`src/rtl/counter_driver_pkg.sv`:
```
// Shared types and default widths for the counter increment driver.
package counter_driver_pkg;

  // Default widths; the driver exposes each as an overridable parameter.
  localparam int COUNT_W_DEFAULT = 48;  // counter's full count output width
  localparam int CNT_W_DEFAULT   = 16;  // live counter width, delta wraps here
  localparam int N_W_DEFAULT     = 16;  // pulse-count command width
  localparam int GAP_W_DEFAULT   = 8;   // inter-pulse gap command width

  // Burst sequencer states.
  typedef enum logic [2:0] {
    ST_IDLE   = 3'd0,  // waiting for a command
    ST_PULSE  = 3'd1,  // incr_out high this cycle
    ST_GAP    = 3'd2,  // idle cycles between pulses
    ST_SETTLE = 3'd3,  // counter absorbs the last pulse, result captured
    ST_DONE   = 3'd4   // result offered on the result channel
  } state_t;

endpackage : counter_driver_pkg

```
`src/rtl/counter_driver.sv`:
```
// Initiator for a counter's increment port: takes a (count, gap) command,
// emits that many one-cycle increment pulses separated by the gap, and
// reports the counter value before and after the burst together with the
// wrapped delta and whether it equals the requested pulse count.
module counter_driver
  import counter_driver_pkg::*;
#(
  parameter int COUNT_W = COUNT_W_DEFAULT,
  parameter int CNT_W   = CNT_W_DEFAULT,
  parameter int N_W     = N_W_DEFAULT,
  parameter int GAP_W   = GAP_W_DEFAULT
) (
  input  logic               clk,
  input  logic               rst,
  // command channel
  input  logic               cmd_valid,
  output logic               cmd_ready,
  input  logic [N_W-1:0]     cmd_n,
  input  logic [GAP_W-1:0]   cmd_gap,
  // counter interface
  output logic               incr_out,
  input  logic [COUNT_W-1:0] count_in,
  // result channel
  output logic               res_valid,
  input  logic               res_ready,
  output logic [COUNT_W-1:0] res_start,
  output logic [COUNT_W-1:0] res_end,
  output logic [CNT_W-1:0]   res_delta,
  output logic               res_match
);

  state_t             state;
  logic [N_W-1:0]     n_lat;      // requested pulse count, kept for the compare
  logic [N_W-1:0]     remaining;  // pulses still to issue, including the current one
  logic [GAP_W-1:0]   gap_lat;    // requested gap length
  logic [GAP_W-1:0]   gap_timer;  // gap cycles left, including the current one

  // Wrapped distance travelled by the live counter bits since accept.
  logic [CNT_W-1:0]   settle_delta;
  logic               settle_match;

  // Delta and match computed on the SETTLE-cycle count value.
  assign settle_delta = count_in[CNT_W-1:0] - res_start[CNT_W-1:0];
  assign settle_match = (settle_delta == n_lat[CNT_W-1:0]);

  // Burst sequencer with registered handshake and pulse outputs.
  // NOTE: every output is assigned alongside the state it belongs to with
  // non-blocking assignments, so all of them are flops (no input-to-output
  // path, no glitches on incr_out) and read the pre-edge values of the
  // state within this block. Reset clears them asynchronously, so incr_out
  // drops the moment rst rises and cmd_ready only rises on the first edge
  // after release.
  always_ff @(posedge clk or posedge rst) begin
    if (rst) begin
      state     <= ST_IDLE;
      cmd_ready <= 1'b0;
      incr_out  <= 1'b0;
      res_valid <= 1'b0;
      res_start <= '0;
      res_end   <= '0;
      res_delta <= '0;
      res_match <= 1'b0;
      n_lat     <= '0;
      remaining <= '0;
      gap_lat   <= '0;
      gap_timer <= '0;
    end else begin
      case (state)
        ST_IDLE: begin
          if (cmd_valid && cmd_ready) begin
            n_lat     <= cmd_n;
            remaining <= cmd_n;
            gap_lat   <= cmd_gap;
            res_start <= count_in;
            cmd_ready <= 1'b0;
            if (cmd_n != '0) begin
              state    <= ST_PULSE;
              incr_out <= 1'b1;
            end else begin
              state    <= ST_SETTLE;
            end
          end else begin
            cmd_ready <= 1'b1;
          end
        end

        ST_PULSE: begin
          remaining <= remaining - N_W'(1);
          if (remaining == N_W'(1)) begin
            state    <= ST_SETTLE;
            incr_out <= 1'b0;
          end else if (gap_lat == '0) begin
            state    <= ST_PULSE;
            incr_out <= 1'b1;
          end else begin
            state     <= ST_GAP;
            gap_timer <= gap_lat;
            incr_out  <= 1'b0;
          end
        end

        ST_GAP: begin
          if (gap_timer == GAP_W'(1)) begin
            state     <= ST_PULSE;
            gap_timer <= '0;
            incr_out  <= 1'b1;
          end else begin
            gap_timer <= gap_timer - GAP_W'(1);
          end
        end

        ST_SETTLE: begin
          res_end   <= count_in;
          res_delta <= settle_delta;
          res_match <= settle_match;
          res_valid <= 1'b1;
          state     <= ST_DONE;
        end

        ST_DONE: begin
          if (res_ready) begin
            res_valid <= 1'b0;
            cmd_ready <= 1'b1;
            state     <= ST_IDLE;
          end
        end

        default: begin
          state     <= ST_IDLE;
          cmd_ready <= 1'b0;
          incr_out  <= 1'b0;
          res_valid <= 1'b0;
        end
      endcase
    end
  end

endmodule : counter_driver

```
`config.mk`:
```
export PLATFORM = sky130hd
export DESIGN_NAME = counter_driver
export DESIGN_NICKNAME = d
export VERILOG_FILES = /design/src/rtl/counter_driver_pkg.sv /design/src/rtl/counter_driver.sv
export SDC_FILE = /design/constraint.sdc
export NUM_CORES = 1
export LEC_CHECK = 0
export ABC_AREA = 1
export CORE_MARGIN = 2
export CORE_UTILIZATION = 50
export DETAILED_ROUTE_END_ITERATION = 6
export PLACE_DENSITY = 0.8
export SYNTH_ARGS = -nofsm -noshare
export SYNTH_HDL_FRONTEND = slang
export SYNTH_SLANG_ARGS = --single-unit
```
`constraint.sdc`:
```
create_clock -name clk -period 6.4 [get_ports clk]
set_clock_uncertainty 0.05 [all_clocks]
set_input_delay 0.96 -clock clk [delete_from_list [all_inputs] [get_ports clk]]
set_output_delay 0.96 -clock clk [all_outputs]
set_load 0.02 [all_outputs]
```
# Word level (Yosys, flattened, before mapping)
# Index checks and enable logic that the tools add are counted.
# classes
mux	24
n_shift	0
addsub	3
reduce_logical	16
div	0
eq_ne	13
magnitude_cmp	0
n_mul	0
bitwise	3
# ops
op	count
$pmux W16 S2	1
$mux W8	3
$eq A16 B1 Y1 const B	1
$eq A16 B16 Y1	1
$mux W16	1
$pmux W8 S2	1
$reduce_bool A16 Y1	1
$sub A16 B1 Y16 const B	1
$sub A16 B16 Y16	1
$pmux W3 S5	1
$ne A2 B2 Y1 const B	6
$mux W3	3
$eq A8 B1 Y1 const B	1
$logic_not A8 Y1	1
$mux W1	8
$reduce_and A2 Y1	4
$sub A8 B1 Y8 const B	1
$eq A3 B2 Y1 const B	2
$mux W2	3
$pmux W1 S3	2
$reduce_and A3 Y1	2
$reduce_or A3 Y1	2
$pmux W1 S4	1
$reduce_and A4 Y1	1
other kinds (7)	10
# word_totals
latchBits	0
romBits	0
mem_bits_rw	0
regBits	167
word_cells	71
memories	0

# Depth between registers and ports, before layout
# logic_depth
depth_word	4
depth_mapped	18

# Worst setup path before layout
# Ideal clock, no wire load.
# synth_timing
path_kind	input to register
startpoint	input count_in[0]
endpoint	register res_match
path_stages	17
t_required_ps	6285
setup_time_ps	65
slack_ps	3769
arrival_time_ps	2516
cell_sequence	inv_1 > ha_1 > inv_1 > fa_1 > nand2_2 > nand2_2 > nand3_1 > nand2_1 > nand2_1 > nand2_1 > nand2_1 > nand2_1 > nand2_1 > nand3_1 > nor2_1 > nand3_1 > nand2_1
# synth_via
elab_chain_len	2
# synth_lines
element	line	rtl
from (decl)	counter_driver.sv:22	input logic [COUNT_W-1:0] count_in,
$sub A16 B16 Y16	counter_driver.sv:43	assign settle_delta = count_in[CNT_W-1:0] - res_start[CNT_W-1:0];
$eq A16 B16 Y1	counter_driver.sv:44	assign settle_match = (settle_delta == n_lat[CNT_W-1:0]);
to (signal assigned)	counter_driver.sv:115	res_match <= settle_match;
to (decl)	counter_driver.sv:29	output logic res_match
# No other way between the ends.
# A chain may end at the register's enable or synchronous reset.

# Final worst setup path
# Same ends and word-level chain as after synthesis.

==> report_table.html <==
<table>
<tr><th>Metric</th><th>Value</th></tr>
<tr><th colspan="2">Run status</th></tr>
<tr><td>Status</td><td>complete, no violations</td></tr>
<tr><th colspan="2">Global routing</th></tr>
<tr><td>Global-route congestion overflow total</td><td>0</td></tr>
<tr><td>Antenna violations before repair</td><td>0</td></tr>
<tr><td>Global routing usage summed across all routing layers</td><td>25.37%</td></tr>
<tr><td>Via count of the first global-routing pass</td><td>7293</td></tr>
<tr><td>Pin count of the biggest net entering global routing</td><td>108</td></tr>
<tr><td>First-pass GRT wire length</td><td>35.44 mm</td></tr>
<tr><th colspan="2">Worst setup path</th></tr>
<tr><td>Kind of start point of the critical path</td><td>primary input</td></tr>
<tr><td>Required arrival time at the worst endpoint</td><td>6730 ps</td></tr>
<tr><td>Critical-path maximum fanout</td><td>4</td></tr>
<tr><td>Kind of cell with the highest combined delay on the critical path</td><td>simple AND/OR/NAND/NOR gates</td></tr>
<tr><td>Classification of the worst setup path</td><td>in2reg</td></tr>
<tr><td>Buffer and inverter count on the worst path</td><td>3</td></tr>
<tr><td>Critical path's largest stage delay</td><td>430 ps</td></tr>
<tr><td>Cell type with the highest occurrence count on the critical path</td><td>nand2_1</td></tr>
<tr><td>Data arrival time at the worst-slack endpoint</td><td>3240 ps</td></tr>
<tr><td>Standard cell with the maximum stage delay on the critical path</td><td>fa_1</td></tr>
<tr><td>Crit. End Element</td><td>register</td></tr>
<tr><td>Cell-by-cell trace of the critical path</td><td>clkdlybuf4s50_1, inv_1, ha_1, inv_1, fa_1, nand2_2, nand2_2, nand3_1, nand2_1, nand2_1, nand2_1, nand2_1, nand2_1, nand2_1, nand3_1, nor2_1, nand3_1, nand2_1</td></tr>
<tr><td>Worst setup slack for register-to-register paths</td><td>4130 ps</td></tr>
<tr><th colspan="2">Die</th></tr>
<tr><td>Starting density of the core</td><td>50.61%</td></tr>
<tr><td>Overall die width</td><td>132.9 um</td></tr>
<tr><td>Die Height</td><td>132.9 um</td></tr>
<tr><td>Number of rows in the core area</td><td>47</td></tr>
<tr><td>Count of boundary I/O pins</td><td>192</td></tr>
<tr><td>Die area</td><td>17660 um^2</td></tr>
<tr><td>Core Footprint</td><td>16410 um^2</td></tr>
<tr><th colspan="2">Route</th></tr>
<tr><td>Residual antenna-violating net count after detailed routing</td><td>0</td></tr>
<tr><td>Initial detailed-routing violation count</td><td>556</td></tr>
<tr><td># DRC</td><td>0</td></tr>
<tr><td>Overall via count from detail_route</td><td>7474</td></tr>
<tr><td>Mean routed wirelength per cell</td><td>14.68 um</td></tr>
<tr><td>First drt pass iteration count</td><td>5</td></tr>
<tr><td>Via density</td><td>5.102</td></tr>
<tr><td>WL final</td><td>21.51 mm</td></tr>
<tr><th colspan="2">Clock tree</th></tr>
<tr><td>Worst-Skew Late Latency</td><td>430 ps</td></tr>
<tr><td>CTS Buf Count</td><td>17</td></tr>
<tr><td>Worst-path clk slew</td><td>70 ps</td></tr>
<tr><td>CTS max path bufs</td><td>2</td></tr>
<tr><td>H-tree level count</td><td>4</td></tr>
<tr><td>Post-CTS Repair Setup Buffers</td><td>0</td></tr>
<tr><td>Hold-fix buffer count after cts</td><td>0</td></tr>
<tr><td>CTS resizes</td><td>0</td></tr>
<tr><td>Clock Sink Count</td><td>167</td></tr>
<tr><td>Clock tree from TritonCTS</td><td>yes</td></tr>
<tr><td>Master cell of the clock root buffer</td><td>clkbuf_16</td></tr>
<tr><th colspan="2">Timing</th></tr>
<tr><td>Final worst path period share</td><td>45.47%</td></tr>
<tr><td>Final setup violation count</td><td>0</td></tr>
<tr><td>Number of slew-limit violations in the final report</td><td>0</td></tr>
<tr><td>Minimum period implied by the final worst setup slack</td><td>2910 ps</td></tr>
<tr><td>Tightest slew margin relative to the limit</td><td>34.22%</td></tr>
<tr><td>Setup repair after global routing missed its margin</td><td>no</td></tr>
<tr><td>Actual slew at the worst max-slew pin</td><td>986.7 ps</td></tr>
<tr><td>Hold slack final</td><td>417.7 ps</td></tr>
<tr><td>Summed negative setup slack over all endpoints</td><td>0 ps</td></tr>
<tr><td>Final Hold Fails</td><td>0</td></tr>
<tr><td>FMAX</td><td>343.6 MHz</td></tr>
<tr><th colspan="2">Placement</th></tr>
<tr><td>GPL Wtd Cong</td><td>0.9124</td></tr>
<tr><td>Port Buffer Count</td><td>191</td></tr>
<tr><td># placed instances</td><td>1433</td></tr>
<tr><td>Post-detailed-placement half-perimeter wirelength</td><td>15.38 mm</td></tr>
<tr><th colspan="2">Power</th></tr>
<tr><td>Peak VDD IR</td><td>288.5 uV</td></tr>
<tr><td>Standby leakage power</td><td>5.377 nW</td></tr>
<tr><td>Internal Power</td><td>3.384 mW</td></tr>
<tr><td>Areal power density over the cells</td><td>550.2 nW/um^2</td></tr>
<tr><td>Switching pwr</td><td>2.653 mW</td></tr>
<tr><td>Combinational cell fraction of total power</td><td>51.5%</td></tr>
<tr><td>Share of power burned in the clock network</td><td>16.9%</td></tr>
<tr><td>Sequential power share</td><td>31.6%</td></tr>
<tr><td>Switching power as a share of total power</td><td>43.94%</td></tr>
<tr><th colspan="2">Yosys</th></tr>
<tr><td>Post-synth ARST share</td><td>100.0%</td></tr>
<tr><td>Synthesized flop and latch total</td><td>167</td></tr>
<tr><td>YS warnings</td><td>0</td></tr>
<tr><td>Synth cell types</td><td>41</td></tr>
<tr><td>EDFF count, synth</td><td>0</td></tr>
<tr><td>Most instantiated flip-flop cell in the synthesis netlist</td><td>dfrtp_1</td></tr>
<tr><td>Post-Synthesis Cell Area</td><td>8304 um^2</td></tr>
<tr><td>Number of instances in the synthesized netlist</td><td>1050</td></tr>
<tr><td>Mean area per synthesized cell</td><td>7.909 um^2</td></tr>
<tr><td>Sequential-to-total area share from yosys stat</td><td>50.32%</td></tr>
<tr><td>Syn_nets</td><td>1147</td></tr>
<tr><th colspan="2">Final layout</th></tr>
<tr><td>Post-Layout Cell Count</td><td>1465</td></tr>
<tr><td>Filler instances</td><td>1344</td></tr>
<tr><td>Share of layout cells above drive strength 1</td><td>6.426%</td></tr>
<tr><td>Net count, final</td><td>1329</td></tr>
<tr><td>Leading cell types in the layout, fill and taps excluded</td><td>nand2_1, clkdlybuf4s50_1, dfrtp_1, inv_1, o21ai_0</td></tr>
<tr><td>Inserted Diodes</td><td>0</td></tr>
<tr><td>Synth-to-layout area growth</td><td>32.12%</td></tr>
<tr><td>Most frequent standard cell in the layout excluding fill and tap cells</td><td>nand2_1</td></tr>
<tr><th colspan="2">Hold path</th></tr>
<tr><td>Hold WC Path Type</td><td>reg2reg</td></tr>
<tr><th colspan="2">Job</th></tr>
<tr><td>Reported max-cap violation count</td><td>0</td></tr>
</table>
## power groups by stage
stage | logic, mW | clock network, mW | registers, mW
floorplan | 1.52 | 0 | 2.28
CTS | 3.13 | 1.04 | 1.90
finish | 3.11 | 1.02 | 1.91
global route | 3.45 | 1.09 | 1.97
global placement | 3.03 | 0 | 1.90
detailed placement | 3.10 | 0 | 1.90
## cell usage after synthesis (2+ instances only)
cell / n / area (um^2)
xnor2_1: 2 / 17.52
buf_2: 19 / 95.09
nor4_1: 2 / 12.51
a21oi_1: 11 / 55.05
a21boi_0: 2 / 15.01
o211ai_1: 9 / 67.56
nand3_1: 64 / 320.3
nand2_1: 329 / 1235
ha_1: 20 / 250.2
nor2_1: 68 / 255.2
inv_2: 9 / 33.78
o21ai_0: 112 / 560.5
nand4_1: 9 / 56.30
clkbuf_1: 11 / 41.29
a21oi_2: 2 / 17.52
a31oi_1: 13 / 81.33
nor3_1: 4 / 20.02
nand2_2: 13 / 81.33
nand3_2: 3 / 30.03
nor2_2: 6 / 37.54
o21ai_1: 12 / 60.06
inv_1: 132 / 495.5
xor2_1: 9 / 78.83
buf_4: 3 / 22.52
o21ai_2: 2 / 17.52
dfrtp_1: 167 / 4179
o21a_1: 3 / 22.52
## layout make-up
| class | count | area, um^2 | area share [%] |
|---|---|---|---|
| clock buffer | 18 | 429.2 | 3.912 |
| clock inverter | 14 | 165.2 | 1.505 |
| inverter | 141 | 534.3 | 4.869 |
| multi-input combinational | 709 | 3440 | 31.35 |
| sequential | 167 | 4179 | 38.09 |
| tap | 220 | 275.3 | 2.509 |
| timing repair buffer | 196 | 1949 | 17.77 |
## routing by layer
layer | GRT usage (%) | vias up | routed length, um
met2 | 41.11 | 273 | 10100
met3 | 8.199 | 44 | 1923
met1 | 31.56 | 3451 | 8964
li1 | - | 3706 | -
met4 | 10.22 | 0 | 517
met5 | 0 | - | 0
## through the flow
step                power [mW]  utilization [%]  cell area [um^2]  setup WS, ps
finish                   6.036            66.87             10970          3490
global route             6.500            66.87             10970          3277
CTS                      6.066            66.87             10970          3498
detailed placement       5.007            63.25             10380          3058
global placement         4.929            63.25             10380          3145
floorplan                3.799                -              8304         871.6
## final timing paths
path | to | startpoint | cells past startpoint
min in group asynchronous | res_end[28] | rst | 2
worst max register to register | remaining[2] | state[1] | 11
worst max-delay path | res_match | count_in[0] | 18
worst min register to register | res_end[8] | res_end[8] | 2
max in group asynchronous | remaining[11] | rst | 3
worst min-delay path | res_end[8] | res_end[8] | 2
## registers in the layout (all words and copies together), names as in the netlist
signal / flops
res_valid: 1
n_lat: 16
res_end: 48
remaining: 16
gap_timer: 8
cmd_ready: 1
res_delta: 16
incr_out: 1
state: 3
res_start: 48
gap_lat: 8
res_match: 1
## cell families (layout without fill, tap and decap cells)
family	Yosys count	count (layout)	share of synthesized area (%)
AO/OA/AOI/OAI	170	170	11.21
XOR/XNOR	11	11	1.160
adder cells (fa/ha/maj)	21	21	3.254
buffers and inverters	174	369	8.287
flip-flops	167	167	50.32
multiplexers	1	1	0.1356
AND/OR/NAND/NOR	506	506	25.63
## worst register-to-register path: cells and delay by family (launching register included)
kind                   cells  cell delay (ps)
DFF                        1              420
buffers and inverters      5             1050
AOI/OAI and AO/OA          1               80
and+or+nand+nor            5              580
(Power assumes the default switching activity.)
